===== config.mk =====
export PLATFORM = sky130hd
export DESIGN_NAME = shifter_unit_flat
export DESIGN_NICKNAME = d
export VERILOG_FILES = /design/src/rtl/shifter_unit_if.sv /design/src/rtl/shifter_unit.sv /design/src/flat_wrapper.sv
export SDC_FILE = /design/constraint.sdc
export NUM_CORES = 1
export LEC_CHECK = 0
export CORE_MARGIN = 5
export CORE_UTILIZATION = 43
export CTS_CLUSTER_SIZE = 8
export DETAILED_ROUTE_END_ITERATION = 8
export GPL_TIMING_DRIVEN = 0
export PLACE_DENSITY = 0.88
export SYNTH_ARGS = -nofsm -noshare
export SYNTH_HDL_FRONTEND = slang
export SYNTH_SLANG_ARGS = --single-unit

===== constraint.sdc =====
create_clock -name i_clock -period 3.4 [get_ports i_clock]
set_clock_uncertainty 0.05 [all_clocks]
set_input_delay 0.34 -clock i_clock [delete_from_list [all_inputs] [get_ports i_clock]]
set_output_delay 0.34 -clock i_clock [all_outputs]
set_load 0.05 [all_outputs]

===== src/rtl/shifter_unit_if.sv =====
// Handshake and shared adder/comparator bus between the parent datapath and shifter_unit.
// The master side is the parent that issues requests and owns the shared Adder/Comparator.
interface shifter_unit_if #(parameter int N = 4);
  logic         i_start;
  logic         o_finished;
  logic         i_direction;
  logic         i_rotate;
  logic [N-1:0] i_iterations;
  logic [N-1:0] i_value;
  logic [N-1:0] o_result;
  logic [N-1:0] o_adder_augend;
  logic [N-1:0] o_adder_addend;
  logic [N-1:0] i_adder_sum;
  logic [N-1:0] o_comparator_left;
  logic [N-1:0] o_comparator_right;
  logic         i_comparator_equal;

  modport master (
    output i_start, i_direction, i_rotate, i_iterations, i_value,
    output i_adder_sum, i_comparator_equal,
    input  o_finished, o_result, o_adder_augend, o_adder_addend,
    input  o_comparator_left, o_comparator_right
  );

  modport slave (
    input  i_start, i_direction, i_rotate, i_iterations, i_value,
    input  i_adder_sum, i_comparator_equal,
    output o_finished, o_result, o_adder_augend, o_adder_addend,
    output o_comparator_left, o_comparator_right
  );
endinterface


===== src/rtl/shifter_unit.sv =====
// Multi-cycle shift/rotate engine: one bit position per clock, counting and
// termination delegated to the parent's shared adder and equality comparator.
//
// state   | meaning
// --------+-------------------------------------------------------------
// S_IDLE  | waiting for i_start; operands latched on the start edge
// S_SHIFT | one step per edge until counter equals latched iterations
// S_DONE  | o_finished high, result held until i_start drops
module shifter_unit #(
  parameter int N = 4
) (
  input  logic          i_clock,
  input  logic          i_reset,
  shifter_unit_if.slave bus
);

  typedef enum logic [1:0] {
    S_IDLE  = 2'd0,
    S_SHIFT = 2'd1,
    S_DONE  = 2'd2
  } state_t;

  state_t       state_q, state_d;
  logic [N-1:0] value_q, value_d;
  logic [N-1:0] count_q, count_d;
  logic [N-1:0] iters_q, iters_d;
  logic         dir_q, dir_d;
  logic         rot_q, rot_d;
  logic [N-1:0] step_val;

  // Vacated bit is zero for a logical shift, the bit shifted out for a rotate.
  always_comb begin
    step_val = value_q;
    if (!dir_q) begin
      step_val = {value_q[N-2:0], rot_q ? value_q[N-1] : 1'b0};
    end else begin
      step_val = {rot_q ? value_q[0] : 1'b0, value_q[N-1:1]};
    end
  end

  always_comb begin
    state_d = state_q;
    value_d = value_q;
    count_d = count_q;
    iters_d = iters_q;
    dir_d   = dir_q;
    rot_d   = rot_q;
    case (state_q)
      S_IDLE: begin
        if (bus.i_start) begin
          value_d = bus.i_value;
          iters_d = bus.i_iterations;
          dir_d   = bus.i_direction;
          rot_d   = bus.i_rotate;
          count_d = '0;
          state_d = S_SHIFT;
        end
      end
      S_SHIFT: begin
        // Termination is tested before stepping so zero iterations leave the operand untouched.
        if (bus.i_comparator_equal) begin
          state_d = S_DONE;
        end else begin
          value_d = step_val;
          count_d = bus.i_adder_sum;
        end
      end
      S_DONE: begin
        if (!bus.i_start) begin
          state_d = S_IDLE;
        end
      end
      default: begin
        state_d = S_IDLE;
      end
    endcase
  end

  always_ff @(posedge i_clock or negedge i_reset) begin
    if (!i_reset) begin
      state_q <= S_IDLE;
      value_q <= '0;
      count_q <= '0;
      iters_q <= '0;
      dir_q   <= 1'b0;
      rot_q   <= 1'b0;
    end else begin
      state_q <= state_d;
      value_q <= value_d;
      count_q <= count_d;
      iters_q <= iters_d;
      dir_q   <= dir_d;
      rot_q   <= rot_d;
    end
  end

  assign bus.o_finished         = (state_q == S_DONE);
  assign bus.o_result           = value_q;
  assign bus.o_adder_augend     = count_q;
  assign bus.o_adder_addend     = {{(N-1){1'b0}}, 1'b1};
  assign bus.o_comparator_left  = count_q;
  assign bus.o_comparator_right = iters_q;

endmodule


===== src/flat_wrapper.sv =====
// flat-port wrapper written by rule: the top's interface ports become plain ports
module shifter_unit_flat 
#(
  parameter int N = 4
)
  (i_clock, i_reset, bus_i_start, bus_i_direction, bus_i_rotate, bus_i_iterations, bus_i_value, bus_i_adder_sum, bus_i_comparator_equal, bus_o_finished, bus_o_result, bus_o_adder_augend, bus_o_adder_addend, bus_o_comparator_left, bus_o_comparator_right);
  shifter_unit_if #(.N(N)) bus_i ();
  input  logic i_clock;
  input  logic i_reset;
  input wire logic [$bits(bus_i.i_start)-1:0] bus_i_start;
  input wire logic [$bits(bus_i.i_direction)-1:0] bus_i_direction;
  input wire logic [$bits(bus_i.i_rotate)-1:0] bus_i_rotate;
  input wire logic [$bits(bus_i.i_iterations)-1:0] bus_i_iterations;
  input wire logic [$bits(bus_i.i_value)-1:0] bus_i_value;
  input wire logic [$bits(bus_i.i_adder_sum)-1:0] bus_i_adder_sum;
  input wire logic [$bits(bus_i.i_comparator_equal)-1:0] bus_i_comparator_equal;
  output wire logic [$bits(bus_i.o_finished)-1:0] bus_o_finished;
  output wire logic [$bits(bus_i.o_result)-1:0] bus_o_result;
  output wire logic [$bits(bus_i.o_adder_augend)-1:0] bus_o_adder_augend;
  output wire logic [$bits(bus_i.o_adder_addend)-1:0] bus_o_adder_addend;
  output wire logic [$bits(bus_i.o_comparator_left)-1:0] bus_o_comparator_left;
  output wire logic [$bits(bus_i.o_comparator_right)-1:0] bus_o_comparator_right;
  assign bus_i.i_start = bus_i_start;
  assign bus_i.i_direction = bus_i_direction;
  assign bus_i.i_rotate = bus_i_rotate;
  assign bus_i.i_iterations = bus_i_iterations;
  assign bus_i.i_value = bus_i_value;
  assign bus_i.i_adder_sum = bus_i_adder_sum;
  assign bus_i.i_comparator_equal = bus_i_comparator_equal;
  assign bus_o_finished = bus_i.o_finished;
  assign bus_o_result = bus_i.o_result;
  assign bus_o_adder_augend = bus_i.o_adder_augend;
  assign bus_o_adder_addend = bus_i.o_adder_addend;
  assign bus_o_comparator_left = bus_i.o_comparator_left;
  assign bus_o_comparator_right = bus_i.o_comparator_right;
  shifter_unit #(.N(N)) u_core (.i_clock(i_clock), .i_reset(i_reset), .bus(bus_i));
endmodule

# [Word-level counts from Yosys, hierarchy flattened]
# Cells that the tools add are included.
# Widths: inputs -> output; s select.
[word_totals] word_cells=30 regBits=16 output_inout_bits=21
[classes] mux=13 n_eq_ne=6 n_reduce_logical=5
[ops] op="$mux 4" n=5
[ops] op="$pmux 4 s2" n=2
[ops] op="$ne 2x2->1 const B" n=4
[ops] op="$mux 2" n=3
[ops] op="$pmux 2 s3" n=1
[ops] op="$reduce_and 3->1" n=2
[ops] op="$eq 2x1->1 const B" n=1
[ops] op="$eq 2x2->1 const B" n=1
[ops] op="$logic_not 2->1" n=1
[ops] op="$mux 1" n=2
[ops] op="$reduce_and 2->1" n=1
[ops] op="$reduce_bool 2->1" n=1

# [Depth between registers and ports, before layout]
[depth] ltp_word=4 mapped_depth=5 ltp_nobuf=3

# [Least setup slack after synthesis]
# OpenSTA, ideal clock, no wires.
[synth_timing] path_type="register to output" start="register u_core.state_q[0]" end="output bus_o_finished" path_stages_with_launch=3 required_time_ns=3.010 arrival_ns=0.971 n_path_buf=1 slack_ns=2.039 cell_sequence="dfrtp_1 buf_6 and2b_1"
[synth_between] elab_chain_len=1
[synth_rtl] item="start: declaration" line_no="shifter_unit.sv:23" rtl="state_t state_q, state_d;"
[synth_rtl] item="start signal: assignment" line_no="shifter_unit.sv:88" rtl="state_q <= state_d;"
[synth_rtl] item="$eq 2x2->1" line_no="shifter_unit.sv:97" rtl="assign bus.o_finished = (state_q == S_DONE);"
[synth_rtl] item="end: declaration" line_no="flat_wrapper.sv:17" rtl="output wire logic [$bits(bus_i.o_finished)-1:0] bus_o_finished;"
# Every way passes these cells.

# [Worst setup path in the final report]
# Same ends and word-level chain as after synthesis.

==> load_flow_metrics.sql <==
INSERT INTO impl_metrics (metric_group, metric, value, unit) VALUES
('placement', 'estimated_wirelength_of_the_detail_placed_design', '1480', 'microns'),
('synth', 'ys_top_cells_by_count', '16 x dfrtp_1, 9 x buf_4, 7 x inv_1, 7 x nand2_1, 6 x mux2_2', ''),
('min_path', 'worstHoldPathType', 'input port to async pin', ''),
('synth', 'synth_async_sr_flop_share', '100', '%'),
('detailed_routing', 'drt_iter0_drc', '17', ''),
('sta', 'clock.fmax', '0.459', 'GHz'),
('grt', 'grt_start_max_net_pins', '17', ''),
('sta', 'worst_pin_slew', '0.714', 'ns'),
('synth', 'synth.top_cells.by_area', 'dfrtp_1 48%, buf_4 8.0%, mux2_2 8.0%', ''),
('clocking', 'h-tree-depth', '1', ''),
('clocking', 'post_cts.repair.setup_buffers', '0', ''),
('floorplan', 'io_pins', '39', ''),
('power', 'power_per_cell_area', '1020', 'nW/um^2'),
('sta', 'maxSlewViolCount', '0', ''),
('sta', 'finalWorstSetupSlack', '1.22', 'ns'),
('power', 'irDropWorstVdd', '0.000479', 'V'),
('layout', 'share_of_the_core_filled_with_cells_in_the_final_layout', '65.4', '%'),
('synth', 'synth_cell_types', '25', ''),
('sta', 'final_period_minus_worst_setup_slack', '2.18', 'ns'),
('power', 'total_power', '1.27', 'mW'),
('layout', 'final_cell_count_no_fill', '141', ''),
('setup_path', 'start_kind', 'flip-flop', ''),
('setup_path', 'crit_path_start', 'u_core.state_q[0]', ''),
('grt', 'grt_pass1_vias', '602', ''),
('sta', 'max_slew_margin', '52.2', '%'),
('floorplan', 'height_of_the_die', '54.2', 'microns'),
('setup_path', 'cp_data_arrival_time', '1.79', 'ns'),
('setup_path', 'critical_path.max_fanout', '9', ''),
('grt', 'globalRoute.totalOverflow', '0', ''),
('synth', 'synth_top_cell_by_area', 'dfrtp_1', ''),
('detailed_routing', 'wl', '1830', 'microns'),
('detailed_routing', 'final_antenna_net_count', '0', ''),
('setup_path', 'timing.critical_path.required', '3.01', 'ns'),
('floorplan', 'start_util', '44.1', '%'),
('clocking', 'tritoncts.num_buffers', '3', ''),
('clocking', 'worst_setup_hold_path_clk_slew', '0.09', 'ns'),
('run', 'number_of_max_capacitance_violations_reported', '0', ''),
('placement', 'detailedPlace.worstSlack', '1.44', 'ns'),
('floorplan', 'placementRows', '16', ''),
('clocking', 'tritoncts_clock_tree', 'built', ''),
('synth', 'synth_ff_type', 'dfrtp_1', ''),
('clocking', 'post_cts_hold_fix_bufs', '0', ''),
('sta', 'final_hold_viol_count', '0', ''),
('floorplan', 'die_w', '54.2', 'microns'),
('setup_path', 'critical_path.reg2reg.endpoint', 'u_core.bus.o_comparator_right[0]', ''),
('setup_path', 'timing.reg2reg.setup_slack', '1.96', 'ns'),
('layout', 'num_antenna_cells', '0', ''),
('setup_path', 'worst-setup-path-type', 'flip-flop to output pin', ''),
('sta', 'setup-tns-final', '0', 'ns'),
('setup_path', 'timing.reg2reg.worst_path_depth', '3', ''),
('layout', 'area.growth.synth_to_final', '48.1', '%'),
('placement', 'dp.cells', '138', ''),
('clocking', 'clk-insertion-delay-late', '0.28', 'ns'),
('synth', 'synthesis.instances', '75', ''),
('clocking', 'cts-root-buf', 'clkbuf_4', ''),
('placement', 'place.port_buffers', '34', ''),
('synth', 'syn_avg_cell_area', '11.2', 'sq um'),
('setup_path', 'cp-endpoint', 'bus_o_finished', ''),
('grt', 'grt_antenna_before_repair', '0', ''),
('detailed_routing', 'detail_route.vias_per_cell', '4.74', ''),
('grt', 'grt_pass1_wl', '2700', 'microns'),
('detailed_routing', 'detail_route.first_pass.iterations', '5', ''),
('layout', 'nets', '134', ''),
('detailed_routing', 'routed-via-count', '669', ''),
('synth', 'syn_area', '840', 'sq um'),
('synth', 'postSynthRegisterBits', '16', ''),
('detailed_routing', 'detail_route.drc_violations', '0', ''),
('floorplan', 'die_area', '2940', 'sq um'),
('outcome', 'status', 'completed', ''),
('setup_path', 'critical_path.reg2reg.startpoint', 'u_core.state_q[0]', ''),
('synth', 'yosys.cell_count.top_type', 'dfrtp_1', '');
-- worst min path at each step --
| stage | to | cells past startpoint | slack, ns | from |
|---|---|---|---|---|
| finish | u_core.bus.o_result[2] | 1 | 0.43 | i_reset |
| global route | u_core.bus.o_adder_augend[3] | 1 | 0.48 | i_reset |
| CTS | u_core.bus.o_result[2] | 1 | 0.46 | i_reset |
| detailed placement | u_core.bus.o_comparator_right[2] | 1 | 0.45 | u_core.bus.o_comparator_right[2] |
| global placement | u_core.bus.o_comparator_right[2] | 1 | 0.44 | u_core.bus.o_comparator_right[2] |
| floorplan | u_core.bus.o_adder_augend[0] | 0 | -0.006 | i_reset |
-- stage by stage --
stage	area, sq um	hold slack, ns
after floorplan	847	-0.00559
after global placement	1220	0.441
after detailed placement	1220	0.449
after CTS	1240	0.458
after global routing	1240	0.480
final	1240	0.432
-- worst max-delay path: stages (launching register included) --
cell	delay, ns
dfrtp_1	0.38
buf_6	0.14
and2b_1	0.20
clkdlybuf4s50_1	0.80
-- kinds of logic (layout without fill, tap and decap cells) --
kind of cell | count (synthesis) | after routing | synth area share (%)
and+or+nand+nor | 16 | 16 | 10.7
AOI/OAI and AO/OA | 12 | 12 | 13.6
other | 2 | 4 | 0.895
buffers and inverters | 18 | 55 | 13.1
muxes | 11 | 11 | 14.0
DFF | 16 | 16 | 47.7
-- cells in the final DEF (no fill, tap or decap), drive strengths merged --
master          n
a21o            2
a21oi           2
a222oi          1
a22o            1
a32o            2
and2b           1
buf            11
clkbuf          3
clkdlybuf4s50  34
conb            4
dfrtp          16
inv             7
mux2            6
mux2i           5
nand2           7
nand2b          1
nand3           2
nor2            2
nor2b           1
nor3b           2
o211ai          2
o21ai           1
o221a           1
-- registers in the layout, indices dropped and copies added, names as in the netlist --
register,count
u_core.bus.o_adder_augend,4
u_core.bus.o_comparator_right,4
u_core.bus.o_result,4
u_core.state_q,2
u_core.dir_q,1
u_core.rot_q,1
-- where the power goes --
| group | switching, mW | internal, mW |
|---|---|---|
| sequential | 0.0705 | 0.278 |
| combinational | 0.488 | 0.338 |
| clock | 0.0539 | 0.0410 |
| total | 0.612 | 0.657 |
-- routing by layer --
layer  vias up  routed length (microns)  GRT usage [%]
met3         0                      133           4.16
met1       321                      765           15.0
met4         0                        0           6.22
li1        324                        -              -
met5         -                        0              0
met2        24                      932           22.1
-- layout make-up --
class                   count  area, sq um
plain buffers              11         83.8
well taps                  27         33.8
fillers                   155          658
inverters                   7         26.3
flip-flops and latches     16          400
clock buffers               3         22.5
repair buffers             34          340
multi-input cells          43          337
Power figures use the tool's default switching activity.
